<file path="config.mk">
export PLATFORM = sky130hd
export DESIGN_NAME = energy_sample_scheduler_flat
export DESIGN_NICKNAME = d
export VERILOG_FILES = /design/src/rtl/energy_sample_scheduler_if.sv /design/src/rtl/energy_sample_scheduler.sv /design/src/flat_wrapper.sv
export SDC_FILE = /design/constraint.sdc
export NUM_CORES = 1
export LEC_CHECK = 0
export ABC_AREA = 1
export BUFFER_PORTS_ARGS = -buffer_cell sky130_fd_sc_hd__buf_2
export CAP_MARGIN = 20
export CORE_MARGIN = 5
export CORE_UTILIZATION = 40
export DETAILED_ROUTE_END_ITERATION = 7
export PLACE_DENSITY = 0.67
export SYNTH_ARGS = -nofsm -noshare
export SYNTH_HDL_FRONTEND = slang
export SYNTH_SLANG_ARGS = --single-unit
</file>
<file path="constraint.sdc">
create_clock -name clk_i -period 2.5 [get_ports clk_i]
set_input_delay 0.5 -clock clk_i [delete_from_list [all_inputs] [get_ports clk_i]]
set_output_delay 0.5 -clock clk_i [all_outputs]
set_load 0.005 [all_outputs]
</file>
<file path="src/rtl/energy_sample_scheduler_if.sv">
// Bus between the energy sample scheduler and its sources/collector.
// master: scheduler side (drives grant, sample and status).
// slave : source mux / data_collector side (drives requests and collector data).
interface energy_sample_scheduler_if #(
   parameter int N_CH = 4
);
   localparam int CW = (N_CH > 1) ? $clog2(N_CH) : 1;

   logic [N_CH-1:0] req;
   logic [N_CH-1:0] grant;
   logic [CW-1:0]   sel;
   logic [7:0]      coll_data;
   logic [7:0]      smp_data;
   logic [CW-1:0]   smp_ch;
   logic            smp_valid;
   logic            busy;
   logic [N_CH-1:0] trip;

   modport master (
      input  req, coll_data,
      output grant, sel, smp_data, smp_ch, smp_valid, busy, trip
   );

   modport slave (
      output req, coll_data,
      input  grant, sel, smp_data, smp_ch, smp_valid, busy, trip
   );
endinterface

</file>
<file path="src/rtl/energy_sample_scheduler.sv">
// Energy sample scheduler: time-shares one 8-bit data_collector path between
// N_CH sources. Round-robin arbitration, fixed settle window, tagged capture.
// Optional feature macro: OVERVOLT_TRIP_EN (sticky per-channel over-voltage
// trip; tripped channels drop out of arbitration). Undefined: trip tied low.
//
// state   | meaning
// --------+-----------------------------------------------------------
// S_IDLE  | no grant; arbitrate eligible requests every cycle
// S_GRANT | one source granted; cnt_q counts the settle window down
// S_GAP   | grant released; idle guard time before next arbitration
module energy_sample_scheduler #(
   parameter int         N_CH       = 4,
   parameter int         SAMPLE_CYC = 8,
   parameter int         GAP_CYC    = 2,
   parameter logic [7:0] TRIP_LEVEL = 8'hF0
) (
   input  logic                        clk_i,
   input  logic                        rst_i,
   energy_sample_scheduler_if.master   bus
);
   localparam int CW       = (N_CH > 1) ? $clog2(N_CH) : 1;
   localparam int CNT_MAX  = (SAMPLE_CYC - 1 > GAP_CYC) ? SAMPLE_CYC - 1 : GAP_CYC;
   localparam int CNT_W    = $clog2(CNT_MAX + 1);
   localparam int GAP_LOAD = (GAP_CYC > 0) ? GAP_CYC - 1 : 0;

   typedef enum logic [1:0] {
      S_IDLE  = 2'd0,
      S_GRANT = 2'd1,
      S_GAP   = 2'd2
   } state_t;

   state_t          state_q;
   logic [CNT_W-1:0] cnt_q;
   logic [CW-1:0]   rr_ptr_q;
   logic [N_CH-1:0] grant_q;
   logic [CW-1:0]   sel_q;
   logic [7:0]      smp_data_q;
   logic [CW-1:0]   smp_ch_q;
   logic            smp_valid_q;
   logic            busy_q;

   logic [N_CH-1:0] elig;
   logic            found_d;
   logic [CW-1:0]   winner_d;
   logic [CW:0]     cand;

`ifdef OVERVOLT_TRIP_EN
   logic [N_CH-1:0] trip_q;
   assign elig     = bus.req & ~trip_q;
   assign bus.trip = trip_q;
`else
   assign elig     = bus.req;
   assign bus.trip = '0;
`endif

   // Round-robin search: first eligible channel strictly after rr_ptr_q, wrapping.
   always_comb begin
      found_d  = 1'b0;
      winner_d = '0;
      cand     = '0;
      for (int i = 1; i <= N_CH; i++) begin
         cand = {1'b0, rr_ptr_q} + (CW+1)'(i);
         if (cand >= (CW+1)'(N_CH)) begin
            cand = cand - (CW+1)'(N_CH);
         end
         if (!found_d && elig[cand[CW-1:0]]) begin
            found_d  = 1'b1;
            winner_d = cand[CW-1:0];
         end
      end
   end

   // Sequencer FSM with all outputs registered; a window ends either by capture
   // (cnt_q reaches 0) or by abort (granted request withdrawn before that).
   always_ff @(posedge clk_i) begin
      if (rst_i) begin
         state_q     <= S_IDLE;
         cnt_q       <= '0;
         rr_ptr_q    <= CW'(N_CH - 1);
         grant_q     <= '0;
         sel_q       <= '0;
         smp_data_q  <= '0;
         smp_ch_q    <= '0;
         smp_valid_q <= 1'b0;
         busy_q      <= 1'b0;
`ifdef OVERVOLT_TRIP_EN
         trip_q      <= '0;
`endif
      end else begin
         smp_valid_q <= 1'b0;
         case (state_q)
            S_IDLE: begin
               if (found_d) begin
                  state_q  <= S_GRANT;
                  grant_q  <= N_CH'(1) << winner_d;
                  sel_q    <= winner_d;
                  busy_q   <= 1'b1;
                  cnt_q    <= CNT_W'(SAMPLE_CYC - 1);
                  rr_ptr_q <= winner_d;
               end
            end
            S_GRANT: begin
               if (cnt_q == '0 || !bus.req[sel_q]) begin
                  if (cnt_q == '0) begin
                     smp_data_q  <= bus.coll_data;
                     smp_ch_q    <= sel_q;
                     smp_valid_q <= 1'b1;
`ifdef OVERVOLT_TRIP_EN
                     if (bus.coll_data >= TRIP_LEVEL) begin
                        trip_q[sel_q] <= 1'b1;
                     end
`endif
                  end
                  grant_q <= '0;
                  sel_q   <= '0;
                  if (GAP_CYC == 0) begin
                     state_q <= S_IDLE;
                     busy_q  <= 1'b0;
                  end else begin
                     state_q <= S_GAP;
                     cnt_q   <= CNT_W'(GAP_LOAD);
                  end
               end else begin
                  cnt_q <= cnt_q - 1'b1;
               end
            end
            S_GAP: begin
               if (cnt_q == '0) begin
                  state_q <= S_IDLE;
                  busy_q  <= 1'b0;
               end else begin
                  cnt_q <= cnt_q - 1'b1;
               end
            end
            default: begin
               state_q <= S_IDLE;
               grant_q <= '0;
               sel_q   <= '0;
               busy_q  <= 1'b0;
            end
         endcase
      end
   end

   assign bus.grant     = grant_q;
   assign bus.sel       = sel_q;
   assign bus.smp_data  = smp_data_q;
   assign bus.smp_ch    = smp_ch_q;
   assign bus.smp_valid = smp_valid_q;
   assign bus.busy      = busy_q;

endmodule

</file>
<file path="src/flat_wrapper.sv">
// flat-port wrapper written by rule: the top's interface ports become plain ports
module energy_sample_scheduler_flat 
#(
   parameter int         N_CH       = 4,
   parameter int         SAMPLE_CYC = 8,
   parameter int         GAP_CYC    = 2,
   parameter logic [7:0] TRIP_LEVEL = 8'hF0
)
  (clk_i, rst_i, bus_req, bus_coll_data, bus_grant, bus_sel, bus_smp_data, bus_smp_ch, bus_smp_valid, bus_busy, bus_trip);
  energy_sample_scheduler_if #(.N_CH(N_CH)) bus_i ();
  input  logic clk_i;
  input  logic rst_i;
  input wire logic [$bits(bus_i.req)-1:0] bus_req;
  input wire logic [$bits(bus_i.coll_data)-1:0] bus_coll_data;
  output wire logic [$bits(bus_i.grant)-1:0] bus_grant;
  output wire logic [$bits(bus_i.sel)-1:0] bus_sel;
  output wire logic [$bits(bus_i.smp_data)-1:0] bus_smp_data;
  output wire logic [$bits(bus_i.smp_ch)-1:0] bus_smp_ch;
  output wire logic [$bits(bus_i.smp_valid)-1:0] bus_smp_valid;
  output wire logic [$bits(bus_i.busy)-1:0] bus_busy;
  output wire logic [$bits(bus_i.trip)-1:0] bus_trip;
  assign bus_i.req = bus_req;
  assign bus_i.coll_data = bus_coll_data;
  assign bus_grant = bus_i.grant;
  assign bus_sel = bus_i.sel;
  assign bus_smp_data = bus_i.smp_data;
  assign bus_smp_ch = bus_i.smp_ch;
  assign bus_smp_valid = bus_i.smp_valid;
  assign bus_busy = bus_i.busy;
  assign bus_trip = bus_i.trip;
  energy_sample_scheduler #(.N_CH(N_CH), .SAMPLE_CYC(SAMPLE_CYC), .GAP_CYC(GAP_CYC), .TRIP_LEVEL(TRIP_LEVEL)) u_core (.clk_i(clk_i), .rst_i(rst_i), .bus(bus_i));
endmodule
</file>
==> impl_metrics.yaml, run 1 <==
run_status:
  status: "finished, final reports clean"
die:
  fp.coreArea_mm2: 0.00372
  design.die.area_mm2: 0.00522
  die_w_um: 72.3
  num_rows: 22
  io_pins: 36
  die_y_um: 72.3
  start_util_pct: 41.8
worst_setup_path:
  critPathMaxFanout: 9
  cp.required_ns: 2.71
  slowest_delay_ns: 0.61
  worstSetupStartpointType: "flop"
  cp_cell_sequence: "nand2_1 -> nand2_2 -> nand2_1 -> o21ai_2 -> inv_2 -> nand3_4 -> nand2_4 -> nor2_4 -> nand3_1 -> a21oi_2"
  crit_slowest_cell: "dfxtp_1"
  r2r_slack_ns: 0.74
  critical_path.most_common_cell: "nand2_1"
  endpoint_kind: "flop"
  path_buf_inv: 1
  crit_type: "reg -> reg"
  cp_top_family: "simple AND/OR/NAND/NOR gates"
  arrival_ns: 1.98
global_routing:
  antenna_found_initial: 0
  grt_max_degree: 22
  grt_pass1_vias: 1267
  grt_overflow: 0
  grt_first_pass_wirelength_um: 5780
  track_usage_pct: 13.7
routing:
  avgRoutedWirePerCell_um: 11.3
  vias_per_cell: 4.74
  drt-total-wl_um: 3270
  dr.pass1.iters: 4
  drc: 0
  initialDrtViolationCount: 70
  vias: 1375
  ant_nets: 0
timing:
  fin_crit_sh_pct: 70.5
  setup_slack_ns: 0.737
  slew_viol_final: 0
  rsz0062_at_grt: "no"
  relSlewSlack_pct: 66.2
  setup_tns_ns: 0
  fin_crit_ns: 1.76
  finalSetupViolCount: 0
  finalHoldViolations: 0
  worst_pin_slew_ns: 0.507
  fin_hold_ws_ns: 0.466
  clock_skew_ns: 0.000841
  max_freq_ghz: 0.567
cts:
  cts_resized: 0
  post_cts_buffers: 0
  cts.hold.buffers_added: 0
  cts-root-buf: "clkbuf_8"
  htreeDepth: 1
  clkTransAtPathRegs_ns: 0.09
  cts_tree: "built"
  clkSinkCount: 25
  cts_max_path_buffers: 2
  clock_latency_ns: 0.27
  numCtsBuffers: 3
yosys:
  synth-xor-area-share_pct: 0.565
  synth-compound-area-share_pct: 11.1
  ys_types: 28
  synth-edff-count: 0
  synth_top_area_share_pct: 32.3
  synth_top_family_by_area: "simple AND/OR/NAND/NOR gates"
  yosys.area_share.simple_pct: 40.6
  synth_top_area_cell: "dfxtp_1"
  syn_inst: 215
  synth.mux.area_fraction_pct: 0
  synth.avg_cell_area_um2: 7.22
  ys_seq_elements: 25
  yosys_warnings: 0
  syn_area_mm2: 0.00155
  async_flop_share_pct: 0
  ys.flop_type: "dfxtp_1"
  synth_area_leaders: "dfxtp_1, nand2_1, nand3_1"
  yosysSeqAreaShare_pct: 32.3
  synth_fa_ha_area_share_pct: 4.84
place:
  pre_cts_ws_ns: 0.749
  port_buffers: 31
  place_inst: 286
  hpwl_um: 2540
  place_congestion: 0.825
hold_path:
  hp-class: "reg -> reg"
cells_and_area:
  utilization_pct: 47.2
  final_cell_mix: "nand2_1, buf_2, dfxtp_1"
  fin_nets: 263
  layout_commonest_cell: "nand2_1"
  n_fill_cell: 377
  syn_to_final_growth_pct: 13.1
  stdcell_count: 290
  layout-drive-gt1-share_pct: 27.7
  diodes: 0
job:
  drv_cap: 0
power_and_ir_drop:
  cellLeakagePower_nw: 0.862
  p_per_area_mw_per_mm2: 1310
  ir_drop_v: 0.000708
registers in the layout, indices dropped and copies added (netlist names):
register and cells:
u_core.cnt_q 3, u_core.bus.sel 2, u_core.rr_ptr_q 2, u_core.bus.smp_data 8, u_core.bus.grant 4, u_core.bus.busy 1, u_core.state_q 2, u_core.bus.smp_valid 1
u_core.bus.smp_ch 2
area by class of cell:
type | count | area (µm²) | share of cell area [%]
multi-input combinational | 161 | 902 | 51.4
sequential | 25 | 500 | 28.5
timing repair buffer | 31 | 155 | 8.84
inverter | 21 | 88.8 | 5.06
tap | 48 | 60.1 | 3.42
clock buffer | 3 | 41.3 | 2.35
clock inverter | 1 | 7.51 | 0.428
kinds of logic (layout without fill, tap and decap cells):
group,count (synthesis),in the layout
and+or+nand+nor,119,119
buffers and inverters,32,56
AOI/OAI and AO/OA,31,31
DFF,25,25
adders and majority gates,6,6
other,1,4
xor gates and xnor gates,1,1
routing by layer:
metal / global-route usage, % / up-vias / wire [µm] / share of wire, %
li1: - / 735 / - / -
met1: 17.9 / 614 / 1590 / 49
met2: 23.0 / 21 / 1500 / 46
met3: 3.46 / 5 / 147 / 4.5
met4: 2.51 / 0 / 25 / 0.76
met5: 0 / - / 0 / 0
power by group:
part / switching [mW] / internal [mW]
registers: 0.108 / 0.522
logic: 0.924 / 0.500
clock network: 0.135 / 0.113
per-stage QoR:
| step | power [mW] | area, µm² |
|---|---|---|
| after floorplan | 1.81 | 1560 |
| after global placement | 2.06 | 1710 |
| after detailed placement | 2.07 | 1710 |
| after CTS | 2.32 | 1760 |
| after global routing | 2.55 | 1760 |
| final | 2.30 | 1760 |
worst paths after layout:
kind                            cells past startpoint                             endpoint                           startpoint
worst max-delay path                               10     u_core.bus.grant[2]$_SDFFE_PP0P_      u_core.rr_ptr_q[0]$_SDFFE_PP1P_
worst min-delay path                                2  u_core.bus.smp_data[4]$_SDFFE_PP0P_  u_core.bus.smp_data[4]$_SDFFE_PP0P_
worst max register to register                     10     u_core.bus.grant[2]$_SDFFE_PP0P_      u_core.rr_ptr_q[0]$_SDFFE_PP1P_
worst min register to register                      2  u_core.bus.smp_data[4]$_SDFFE_PP0P_  u_core.bus.smp_data[4]$_SDFFE_PP0P_
synthesized netlist by cell type, types with 2 or more instances:
master and instances:
a21oi_1 19, a21oi_2 3, buf_4 4, buf_6 2, clkbuf_1 5, dfxtp_1 25, ha_1 6, inv_1 17
inv_2 2, nand2_1 56, nand2_2 11, nand2_4 7, nand3_1 23, nand4_1 4, nor2_1 12, o21ai_0 7
worst min-delay path, stage by stage (launching register included):
cell	delay, ns
dfxtp_1	0.32
nand2_1	0.06
a21oi_1	0.05
No activity file was read; power rests on OpenSTA's default activity.
==> run 2, diff against run 1 <==
- PLACE_DENSITY: 0.67 -> 0.7
- clock period: 2.5 -> 1.44 ns (I/O delays scaled with it)
==> run 2 against run 1 <==
The run now ends with setup timing left. Cell count grew 5.9%. Via count grew 5.8%. Design area grew 16%. Wire length grew 11%. Utilization grew 7.4 points. First-iteration DRC count grew 5.7%. Sequential power grew 68%.
==> impl_metrics.yaml, run 2 (synthesis gave the netlist of run 1 again) <==
place:
  placed_cell_area_mm2: 0.00184
  hpwl_um: 2770
  pre_cts_ws_ns: -0.169
  place_congestion: 0.867
  port_buffers: 31
  place_inst: 302
global_routing:
  grt_pass1_vias: 1437
  antenna_found_initial: 0
  track_usage_pct: 14.8
  grt_first_pass_wirelength_um: 6210
  grt_overflow: 0
  grt_max_degree: 14
worst_setup_path:
  critical_path.most_common_cell: "nand2_4"
  r2r_slack_ns: -0.12
  worstSetupStartpointType: "flop"
  cp_top_family: "simple AND/OR/NAND/NOR gates"
  slowest_delay_ns: 0.34
  crit_type: "reg -> reg"
  arrival_ns: 1.76
  cp.required_ns: 1.64
  path_buf_inv: 3
  r2r_cells: 12
  endpoint_kind: "flop"
  crit_slowest_cell: "dfxtp_2"
  cp_cell_sequence: "buf_12 -> inv_12 -> nand2_4 -> nand2_4 -> nand2_2 -> nand2_2 -> inv_4 -> nand3_4 -> nand2_4 -> nor2_4 -> nand3_1 -> a21oi_2"
  critPathMaxFanout: 8
  crit_cells: 12
power_and_ir_drop:
  ir_drop_v: 0.000891
  cellLeakagePower_nw: 1.01
  p_per_area_mw_per_mm2: 2350
  power_mw: 4.77
timing:
  setup_slack_ns: -0.120
  max_freq_ghz: 0.641
  clock_skew_ns: 0.00448
  finalSetupViolCount: 13
  fin_hold_ws_ns: 0.286
  setup_tns_ns: -1.17
  fin_crit_sh_pct: 108
  slew_viol_final: 0
  fin_crit_ns: 1.56
  finalHoldViolations: 0
  rsz0062_at_grt: "yes"
routing:
  ant_nets: 0
  vias: 1455
  avgRoutedWirePerCell_um: 11.9
  vias_per_cell: 4.74
  drc: 0
  drt-total-wl_um: 3640
  initialDrtViolationCount: 74
  dr.pass1.iters: 2
cts:
  htreeDepth: 1
  cts_tree: "built"
  clkTransAtPathRegs_ns: 0.08
  cts.hold.buffers_added: 0
  cts_max_path_buffers: 2
  cts-root-buf: "clkbuf_8"
  clkSinkCount: 25
  clock_latency_ns: 0.26
  numCtsBuffers: 3
cells_and_area:
  final_cell_mix: "nand2_1, buf_2, dfxtp_1"
  layout-drive-gt1-share_pct: 39.8
  regArea_um2: 503
  layout_commonest_cell: "nand2_1"
  n_fill_cell: 348
  syn_to_final_growth_pct: 31.0
  fin_nets: 280
  largest_reg_flops: 8
  stdcell_count: 307
  multi_input_area_mm2: 0.00103
  diodes: 0
  stdcell_area_mm2: 0.00203
  utilization_pct: 54.7
die:
  io_pins: 36
  die_y_um: 72.3
  fp.coreArea_mm2: 0.00372
  num_rows: 22
  design.die.area_mm2: 0.00522
  die_w_um: 72.3
  start_util_pct: 41.8
job:
  drv_cap: 0
hold_path:
  hp-class: "in -> reg"
  hold_path_depth: 3
run_status:
  violations: "setup timing"
  status: "finished with violations"
## run 2: changes by cell type in the layout (fill, tap and decap cells not counted), moves of 2 or more
cell / before / now
nand3_1: 23 / 19
nand2_1: 56 / 45
nand3_2: 0 / 4
dfxtp_1: 25 / 23
dfxtp_2: 0 / 2
nand2_4: 7 / 17
a21oi_1: 19 / 17
buf_4: 0 / 15
## run 2: worst register-to-register path: stages (launching register included)
cell     delay [ns]
dfxtp_2        0.34
buf_12         0.14
inv_12         0.09
nand2_4        0.05
nand2_4        0.08
nand2_2        0.07
nand2_2        0.09
inv_4          0.06
nand3_4        0.12
nand2_4        0.08
nor2_4         0.15
nand3_1        0.11
a21oi_2        0.12
## run 2: where the power goes
group          total (mW)  switching (mW)  leakage, nW  internal, mW
clock network       0.402           0.205       0.0228         0.197
logic                3.31            1.98        0.788          1.32
registers            1.06           0.147        0.204         0.913
total                4.77            2.33         1.01          2.43
## run 2: layout make-up
cell class | count | share of cell area [%]
Timing Repair Buffer | 48 | 14.7
Sequential cell | 25 | 24.8
Inverter | 21 | 4.74
Tap cell | 48 | 2.96
Multi-Input combinational cell | 161 | 50.6
Clock buffer | 4 | 2.22
## run 2: repair_timing
action,in CTS,in global routing
setup buffers,0,1
hold endpoints to repair,0,0
resized for setup,25,12
pin swaps,5,8
setup endpoints to repair,16,21
## run 2: per-layer routing
layer	GRT usage, %	wire [µm]
met1	17.8	1620
met5	0	0
met2	26.4	1830
met3	3.74	148
met4	3.13	45
## run 2: path summary, 6_finish.rpt
| kind | startpoint | to |
|---|---|---|
| setup / recovery | u_core.rr_ptr_q[0]$_SDFFE_PP1P_ | u_core.bus.grant[0]$_SDFFE_PP0P_ |
| hold / removal | bus_coll_data[4] | u_core.bus.smp_data[4]$_SDFFE_PP0P_ |
| setup reg to reg | u_core.rr_ptr_q[0]$_SDFFE_PP1P_ | u_core.bus.grant[0]$_SDFFE_PP0P_ |
| hold reg to reg | u_core.bus.busy$_SDFFE_PP0P_ | u_core.bus.busy$_SDFFE_PP0P_ |
